## config.mk

```make
export PLATFORM = sky130hd
export DESIGN_NAME = pe_decoder
export DESIGN_NICKNAME = d
export VERILOG_FILES = /design/src/rtl/pe_decoder.sv
export SDC_FILE = /design/constraint.sdc
export NUM_CORES = 1
export LEC_CHECK = 0
export ABC_CLOCK_PERIOD_IN_PS = 2800
export CAP_MARGIN = 30
export CORE_ASPECT_RATIO = 1.75
export CORE_MARGIN = 2
export CORE_UTILIZATION = 45
export CTS_CLUSTER_SIZE = 16
export DETAILED_ROUTE_END_ITERATION = 10
export GPL_TIMING_DRIVEN = 0
export HOLD_SLACK_MARGIN = 0.06
export PLACE_DENSITY = 0.77
export SLEW_MARGIN = 20
export SYNTH_ARGS = -nofsm -noshare
export SYNTH_HDL_FRONTEND = slang
export SYNTH_SLANG_ARGS = --single-unit
```

## constraint.sdc

```tcl
create_clock -name clk -period 2.8 [get_ports clk]
set_clock_uncertainty 0.05 [all_clocks]
set_input_delay 0.84 -clock clk [delete_from_list [all_inputs] [get_ports clk]]
set_output_delay 0.84 -clock clk [all_outputs]
set_load 0.01 [all_outputs]
```

## src/rtl/pe_decoder.sv

```systemverilog
// Instruction queue + repeat sequencer driving per-lane DSP48 control fields and write-back valid.
// Optional MAX opcode (111) is enabled by defining PE_DECODER_MAX_EN.
module pe_decoder #(
  parameter int DATA_WIDTH = 16,
  parameter int NUM_DSP    = 4,
  parameter int WB_DELAY   = 6,
  parameter int FIFO_DEPTH = 4,
  parameter int REP_WIDTH  = 8
) (
  input  logic                      clk,
  input  logic                      rst,
  input  logic                      inst_v,
  output logic                      inst_ready,
  input  logic [3+REP_WIDTH-1:0]    inst,
  input  logic                      din_ld_v,
  input  logic [2*DATA_WIDTH-1:0]   din_ld,
  input  logic [2*DATA_WIDTH-1:0]   din_wb,
  output logic                      dout_v,
  output logic [2*DATA_WIDTH-1:0]   dout,
  output logic [4*NUM_DSP-1:0]      alumode,
  output logic [5*NUM_DSP-1:0]      inmode,
  output logic [7*NUM_DSP-1:0]      opmode,
  output logic [NUM_DSP-1:0]        cea2,
  output logic [NUM_DSP-1:0]        ceb2,
  output logic [NUM_DSP-1:0]        usemult,
  output logic                      busy
);

  localparam int IW = 3 + REP_WIDTH;
  localparam int AW = $clog2(FIFO_DEPTH);
  localparam logic [AW:0]          PTR_ONE = 1;
  localparam logic [REP_WIDTH-1:0] REP_ONE = 1;

  localparam logic [2:0] OP_ADD    = 3'b001;
  localparam logic [2:0] OP_SUB    = 3'b010;
  localparam logic [2:0] OP_MUL    = 3'b100;
  localparam logic [2:0] OP_MULADD = 3'b101;
  localparam logic [2:0] OP_MULSUB = 3'b110;
`ifdef PE_DECODER_MAX_EN
  localparam logic [2:0] OP_MAX    = 3'b111;
`endif

  typedef enum logic {IDLE, ISSUE} state_t;

  state_t                state, state_nxt;
  logic [IW-1:0]         fifo_mem [FIFO_DEPTH];
  logic [AW:0]           wr_ptr, rd_ptr;
  logic                  full, empty, push, pop;
  logic                  ready_q;
  logic [2:0]            op_q;
  logic [REP_WIDTH-1:0]  cnt;

  logic [4*NUM_DSP-1:0]  alumode_d;
  logic [5*NUM_DSP-1:0]  inmode_d;
  logic [7*NUM_DSP-1:0]  opmode_d;
  logic [NUM_DSP-1:0]    cea2_d, ceb2_d, usemult_d;
  logic                  token_d, token_q;
  logic [WB_DELAY-1:0]   wb_sr;

  // Full when pointers differ only in the wrap bit
  assign empty      = (wr_ptr == rd_ptr);
  assign full       = (wr_ptr[AW] != rd_ptr[AW]) && (wr_ptr[AW-1:0] == rd_ptr[AW-1:0]);
  assign inst_ready = ready_q && !full && !rst;
  assign push       = inst_v && inst_ready;
  assign busy       = !empty || (state == ISSUE);
  assign dout_v     = wb_sr[WB_DELAY-1];

  always_ff @(posedge clk) begin
    if (rst) begin
      ready_q <= 1'b0;
      wr_ptr  <= '0;
      rd_ptr  <= '0;
    end else begin
      ready_q <= 1'b1;
      if (push) wr_ptr <= wr_ptr + PTR_ONE;
      if (pop)  rd_ptr <= rd_ptr + PTR_ONE;
    end
  end

  always_ff @(posedge clk) begin
    if (push) fifo_mem[wr_ptr[AW-1:0]] <= inst;
  end

  always_ff @(posedge clk) begin
    if (rst) state <= IDLE;
    else     state <= state_nxt;
  end

  // A pop in ISSUE happens on the last repeat so the next op follows without a bubble
  always_comb begin
    state_nxt = state;
    pop       = 1'b0;
    case (state)
      IDLE: begin
        if (!empty) begin
          pop       = 1'b1;
          state_nxt = ISSUE;
        end
      end
      ISSUE: begin
        if (cnt == '0) begin
          if (!empty) pop = 1'b1;
          else        state_nxt = IDLE;
        end
      end
      default: state_nxt = IDLE;
    endcase
  end

  always_ff @(posedge clk) begin
    if (rst) begin
      op_q <= '0;
      cnt  <= '0;
    end else if (pop) begin
      {op_q, cnt} <= fifo_mem[rd_ptr[AW-1:0]];
    end else if (state == ISSUE && cnt != '0) begin
      cnt <= cnt - REP_ONE;
    end
  end

  always_comb begin
    alumode_d = '0;
    inmode_d  = '0;
    opmode_d  = '0;
    cea2_d    = '0;
    ceb2_d    = '0;
    usemult_d = '0;
    token_d   = 1'b0;
    if (state == ISSUE) begin
      for (int i = 0; i < NUM_DSP; i++) begin
        case (op_q)
          OP_ADD, OP_SUB: begin
            alumode_d[4*i +: 4] = (op_q == OP_SUB) ? 4'b0011 : 4'b0000;
            opmode_d[7*i +: 7]  = 7'b0110011;
            cea2_d[i]           = 1'b1;
            ceb2_d[i]           = 1'b1;
          end
          OP_MUL, OP_MULADD, OP_MULSUB: begin
            alumode_d[4*i +: 4] = ((i % 2) == 1 && op_q == OP_MULSUB) ? 4'b0011 : 4'b0000;
            inmode_d[5*i +: 5]  = 5'b10001;
            opmode_d[7*i +: 7]  = ((i % 2) == 1 && op_q != OP_MUL) ? 7'b0110101 : 7'b0000101;
            usemult_d[i]        = 1'b1;
          end
`ifdef PE_DECODER_MAX_EN
          OP_MAX: begin
            alumode_d[4*i +: 4] = 4'b1100;
            opmode_d[7*i +: 7]  = 7'b0110011;
            usemult_d[i]        = 1'b1;
          end
`endif
          default: ;
        endcase
      end
      case (op_q)
        OP_ADD, OP_SUB, OP_MUL, OP_MULADD, OP_MULSUB: token_d = 1'b1;
`ifdef PE_DECODER_MAX_EN
        OP_MAX: token_d = 1'b1;
`endif
        default: token_d = 1'b0;
      endcase
    end
  end

  // token_q is aligned with the control outputs, so dout_v lands WB_DELAY cycles after them
  always_ff @(posedge clk) begin
    if (rst) begin
      alumode <= '0;
      inmode  <= '0;
      opmode  <= '0;
      cea2    <= '0;
      ceb2    <= '0;
      usemult <= '0;
      token_q <= 1'b0;
      wb_sr   <= '0;
    end else begin
      alumode <= alumode_d;
      inmode  <= inmode_d;
      opmode  <= opmode_d;
      cea2    <= cea2_d;
      ceb2    <= ceb2_d;
      usemult <= usemult_d;
      token_q <= token_d;
      wb_sr   <= {wb_sr[WB_DELAY-2:0], token_q};
    end
  end

  always_ff @(posedge clk) begin
    if (rst)           dout <= '0;
    else if (dout_v)   dout <= din_wb;
    else if (din_ld_v) dout <= din_ld;
  end

endmodule
```

# [Word-level counts from Yosys, hierarchy flattened]
# Memories as Yosys holds them, arrays and structs flattened. A register that Yosys moved wholly into a read port is not among the register bits.
# Index checks and enable logic that the tools add are counted.
[totals] latchBits=0 out_inout_bits=111 n_memories=1 reg_bits=124 mem_bits_ro=0 inputBits=79 elab_cells=70 ram_bits=44
[mem_list] memory="fifo_mem" words=4 width=11 rd=1 rd_clocked_by_memory_dff=1 write_ports=1 line_no="46" text="logic [IW-1:0] fifo_mem [FIFO_DEPTH];"
[op_classes] n_mul=0 bitwise_logic=1 n_addsub=3 n_shift=0 n_eq_ne=9 order_cmp=0 reduce_logical=17 muxes=25 n_div=0
[ops] cell="32-bit 2-to-1 mux" count=2
[ops] cell="6-bit case mux with 2 select lines" count=2
[ops] cell="8-bit 2-to-1 mux" count=2
[ops] cell="2-bit 2-to-1 mux" count=5
[ops] cell="3-bit == test (second input constant)" count=3
[ops] cell="1-bit 2-to-1 mux" count=9
[ops] cell="8-bit zero test" count=1
[ops] cell="8-bit nonzero test" count=1
[ops] cell="8-bit by 1-bit subtractor with 8-bit output (second input constant)" count=1
[ops] cell="3-bit by 1-bit adder with 3-bit output (second input constant)" count=2
[ops] cell="6-bit 2-to-1 mux" count=1
[ops] cell="1-bit logical AND" count=5
[ops] cell="5-bit 2-to-1 mux" count=1
[ops] cell="5-bit OR reduction" count=1
[ops] cell="1-bit case mux with 2 select lines" count=2
[ops] cell="2-bit case mux with 2 select lines" count=1
[ops] cell="2-bit nonzero test" count=2
[ops] cell="2-bit OR reduction" count=2
[ops] cell="3-bit by 1-bit == test with 1-bit output (second input constant)" count=1
[ops] cell="3-bit by 2-bit == test with 1-bit output (second input constant)" count=1
[ops] cell="3-bit == test" count=1
[ops] cell="1-bit zero test" count=3
[ops] cell="3-bit inequality test (second input constant)" count=1
[ops] cell="3-bit OR reduction" count=1
[ops] cell="other kinds (4)" count=4

# [Logic depth before layout (Yosys ltp)]
[depth] word_depth=8 ltp_mapped=7 mapped_depth_nobuf=6

# [Worst setup path before layout]
# No wires, ideal clock.
[synth_timing] path_kind="in2reg" from="input port rst" to="memory fifo_mem[3][0] (netlist name) (enable)" t_required_ns=2.393 setup_time_ns=0.357 n_path_buf=0 path_stages=3 slack_ns=0.575 t_arrival_ns=1.818 path_cell_list="nand2b_1 -> a311oi_2 -> and2_1"
[synth_via] elab_chain_cells=5
[synth_rtl] element="from (decl)" line_no="11" text="input logic rst,"
[synth_rtl] element="1-bit zero test" line_no="63" text="assign inst_ready = ready_q && !full && !rst;"
[synth_rtl] element="1-bit logical AND" line_no="63"
[synth_rtl] element="1-bit logical AND" line_no="64" text="assign push = inst_v && inst_ready;"
[synth_rtl] element="1-bit 2-to-1 mux" line_no="81" text="if (push) fifo_mem[wr_ptr[AW-1:0]] <= inst;"
[synth_rtl] element="1-bit 2-to-1 mux (not written as such)" line_no="81"
[synth_rtl] element="to (decl)" line_no="46"
# Every way passes these cells.

# [Worst setup path in the final report]
[layout_timing] from="register rd_ptr[0]" to="output port busy"
[layout_via] elab_chain_cells=3
[layout_rtl] element="from (decl)" line_no="47" text="logic [AW:0] wr_ptr, rd_ptr;"
[layout_rtl] element="from (signal assigned)" line_no="76" text="if (pop) rd_ptr <= rd_ptr + PTR_ONE;"
[layout_rtl] element="3-bit == test" line_no="61" text="assign empty = (wr_ptr == rd_ptr);"
[layout_rtl] element="1-bit zero test"
[layout_rtl] element="1-bit logical OR" line_no="65" text="assign busy = !empty || (state == ISSUE);"
[layout_rtl] element="to (decl)" line_no="26" text="output logic busy"
# Every way passes these cells.

==> metrics <==
outcome=completed; Peak Freq=369 MHz; Max-Cap Viols=0; Synth Area in Compound Gates=8.05%; adder-cell share of the synthesized area=1.48%; n_diodes=0; gr ovfl total=0; Setup TNS=0 ns; slowest CP cell=dfxtp_1; share of post-route cells with drive strength above 1=17.9%; DR top layer=met4; final WL=12100 microns; num ports=190; register area share after synthesis=52.4%; fin area=7280 sq um; Total Routing Usage GR=19.5%; cts bufs inserted=9; metal2 WL=6660 microns; CP Capture Type=primary output; CTS Buffer Depth=2; metal3 WL=674 microns; Layout Nets=746; Reg power frac=42.9%; CTS tree=built; Fin Hold WS=0.393 ns; Die Area=12200 sq um; pin count of the biggest net entering global routing=22; worst-path fanout max=10; hold path endpoint=wb_sr[0]$_SDFF_PP0_; #FFs+latches synth=111; clk slew on worst S/H paths=0.07 ns; CP max stage delay=0.37 ns; DRT antenna net count=0; VDD IR-drop max=0.611 mV; count leader, synth=nor2_1; async set-reset flop share out of synthesis=0%; wire length on met1=4440 microns; largest family of logic cells by synthesized area=buffers and inverters; Syn Area/Cell=11.0 sq um; most instantiated cells after synthesis=nor2_1, buf_4, dfxtp_1; average wire per standard cell=15.1 microns; unrepaired setup endpoints after global routing=false; total net switching power=1.36 mW; minimum clock period=2.71 ns; post-synth cell types=50; reg2reg setup slack=0.65 ns; internal power=3.16 mW; clock power share=27.8%; initial antenna violation count=0; Tightest Pin Transition=0.652 ns; number of port buffers=160; Synth Warn #=0; R2R cell count=3; Cell Area, Synth=5080 sq um; Startpoint Class=register; R2R Path End=fifo_mem[3][7]$_DFFE_PP_; Min-Delay Path Depth=1; Remaining DRCs=0; TritonRoute pass-1 iters=4; Final Max Slew Viols=0; Comb pwr share=29.3%; clock tree root driver cell=clkbuf_16; Power Density=620 nW/um^2; vias per cell=4.90; DP HPWL=9200 microns; top cell type by total area after synthesis=dfxtp_1; GP Congestion=0.862; area post-placement=6950 sq um; H-Tree Depth=3; switching part of the total=30.1%; first-pass GRT wire length=18900 microns; Leakage=2.93 nW; critical path class=register to primary output; Detailed Route Iter0 Violations=127; # setup viols final=0; critical-path cell list=xor2_1 -> nor3_2 -> clkbuf_8 -> nand2_1 -> dlygate4sd2_1; slew margin rel.=56.6%; Critical Path AT=1.82 ns; worst r2r src=rd_ptr[0]$_SDFFE_PP0N_; Hold Buf Count CTS=0; Main synth FF type=dfxtp_1; fin crit share=96.7%; Synth top area share=26.4%; Sink Count=111; Tot Pwr=4.51 mW; vias in the first global route=3820; fraction of the mapped netlist area in simple logic gates=11.3%; FP Rows=51; Initial Utilization=46.0%; synth top area cells=dfxtp_1, edfxtp_1, buf_4, mux2i_1, nor2_1; Synth Area in XOR/XNOR=1.38%; Hold Vio Cnt, Final=0; Post-Syn Instances=462; Die W=84.3 microns; Area Overhead vs Synth=43.2%; Post-synth EDFFs=44; DIE HEIGHT=145 microns; worst-skew pair later-pin latency=0.35 ns; final core utilization=65.9%; vias post-DR=3912; Hold WC Path Type=register to register; hold_sp=token_q$_SDFF_PP0_; Req. time, crit path=1.91 ns; core area=11000 sq um; multiplexer share of the synthesized area=12.3%
area by class of cell:
type / instances / area [sq um]
clock buffers: 9 / 225
well taps: 132 / 165
repair buffers: 161 / 1610
clock inverters: 7 / 72.6
inverters: 7 / 26.3
plain buffers: 94 / 647
fillers: 900 / 3760
flip-flops and latches: 111 / 2660
multi-input cells: 277 / 1870
power by group through the flow:
stage | sequential (mW) | combinational [mW] | clock (mW)
floorplan | 1.96 | 0.829 | 0
global placement | 1.96 | 1.27 | 0
detailed placement | 1.97 | 1.30 | 0
CTS | 1.94 | 1.32 | 1.29
global route | 1.96 | 1.44 | 1.34
finish | 1.94 | 1.32 | 1.25
kinds of logic after synthesis:
group / after synthesis
AND/OR/NAND/NOR: 120
flip-flops: 111
buffers and inverters: 101
AO/OA/AOI/OAI: 67
multiplexers: 48
XOR/XNOR: 8
adder cells (fa/ha/maj): 6
other: 1
layer usage:
| metal | vias to the layer above | GRT usage, % |
|---|---|---|
| li1 | 1923 | - |
| met3 | 19 | 3.25 |
| met2 | 141 | 37.6 |
| met5 | - | 0 |
| met1 | 1829 | 20.5 |
| met4 | 0 | 8.77 |
registers in the layout (all words and copies together) (netlist names), named ones only:
register	flops
alumode	2
ceb2	1
cnt	8
dout	32
fifo_mem	44
inmode	1
op_q	3
opmode	3
rd_ptr	3
ready_q	1
state	1
token_q	1
wb_sr	6
wr_ptr	3
cell usage in the layout, fill, tap and decap left out, types with 3 or more instances in the layout:
cell / Yosys / routed
and2_1: 5 / 5
clkbuf_16: 0 / 9
inv_8: 0 / 3
o21ai_0: 8 / 8
nor2_1: 71 / 71
buf_1: 3 / 3
conb_1: 1 / 28
xnor2_1: 5 / 5
nand2_1: 6 / 6
buf_4: 69 / 70
a21oi_1: 40 / 40
buf_2: 5 / 5
dfxtp_1: 67 / 66
mux4_2: 11 / 11
nor3_1: 4 / 3
a31oi_1: 4 / 4
edfxtp_1: 44 / 44
inv_1: 7 / 7
dlygate4sd2_1: 0 / 3
nand3_1: 8 / 8
nand2b_1: 3 / 3
clkdlybuf4s50_1: 0 / 157
ha_1: 6 / 6
clkbuf_1: 15 / 14
nand4_1: 3 / 3
mux2i_1: 35 / 35
nor2b_1: 7 / 7
worst max-delay path by stage:
stage / end / depth (start not counted) / start / slack, ns
after floorplan: fifo_mem[3][0]$_DFFE_PP_ / 3 / rst / 0.58
after global placement: inst_ready / 4 / rst / -0.41
after detailed placement: inst_ready / 4 / rst / -0.41
after CTS: busy / 5 / rd_ptr[0]$_SDFFE_PP0N_ / 0.07
after global routing: busy / 5 / rd_ptr[0]$_SDFFE_PP0N_ / 0.009
final: busy / 5 / rd_ptr[0]$_SDFFE_PP0N_ / 0.09
timing repair:
item,4_1_cts,5_1_grt
setup endpoints to repair,9,1
endpoints found under the hold margin,0,0
setup buffers,0,1
cloned,0,0
resized for setup,9,0
pin swaps,1,1
critical path, delay by kind of cell, from the launching register on:
family | cells | cell delay, ns
simple gates | 2 | 0.38
buf+inv | 2 | 0.52
flops | 1 | 0.37
xor+xnor | 1 | 0.20
through the flow:
step,setup slack [ns],std cells
global route,0.00854,798
floorplan,0.575,489
global placement,-0.412,781
finish,0.0926,798
detailed placement,-0.407,781
CTS,0.0667,797
(Power assumes the default switching activity.)
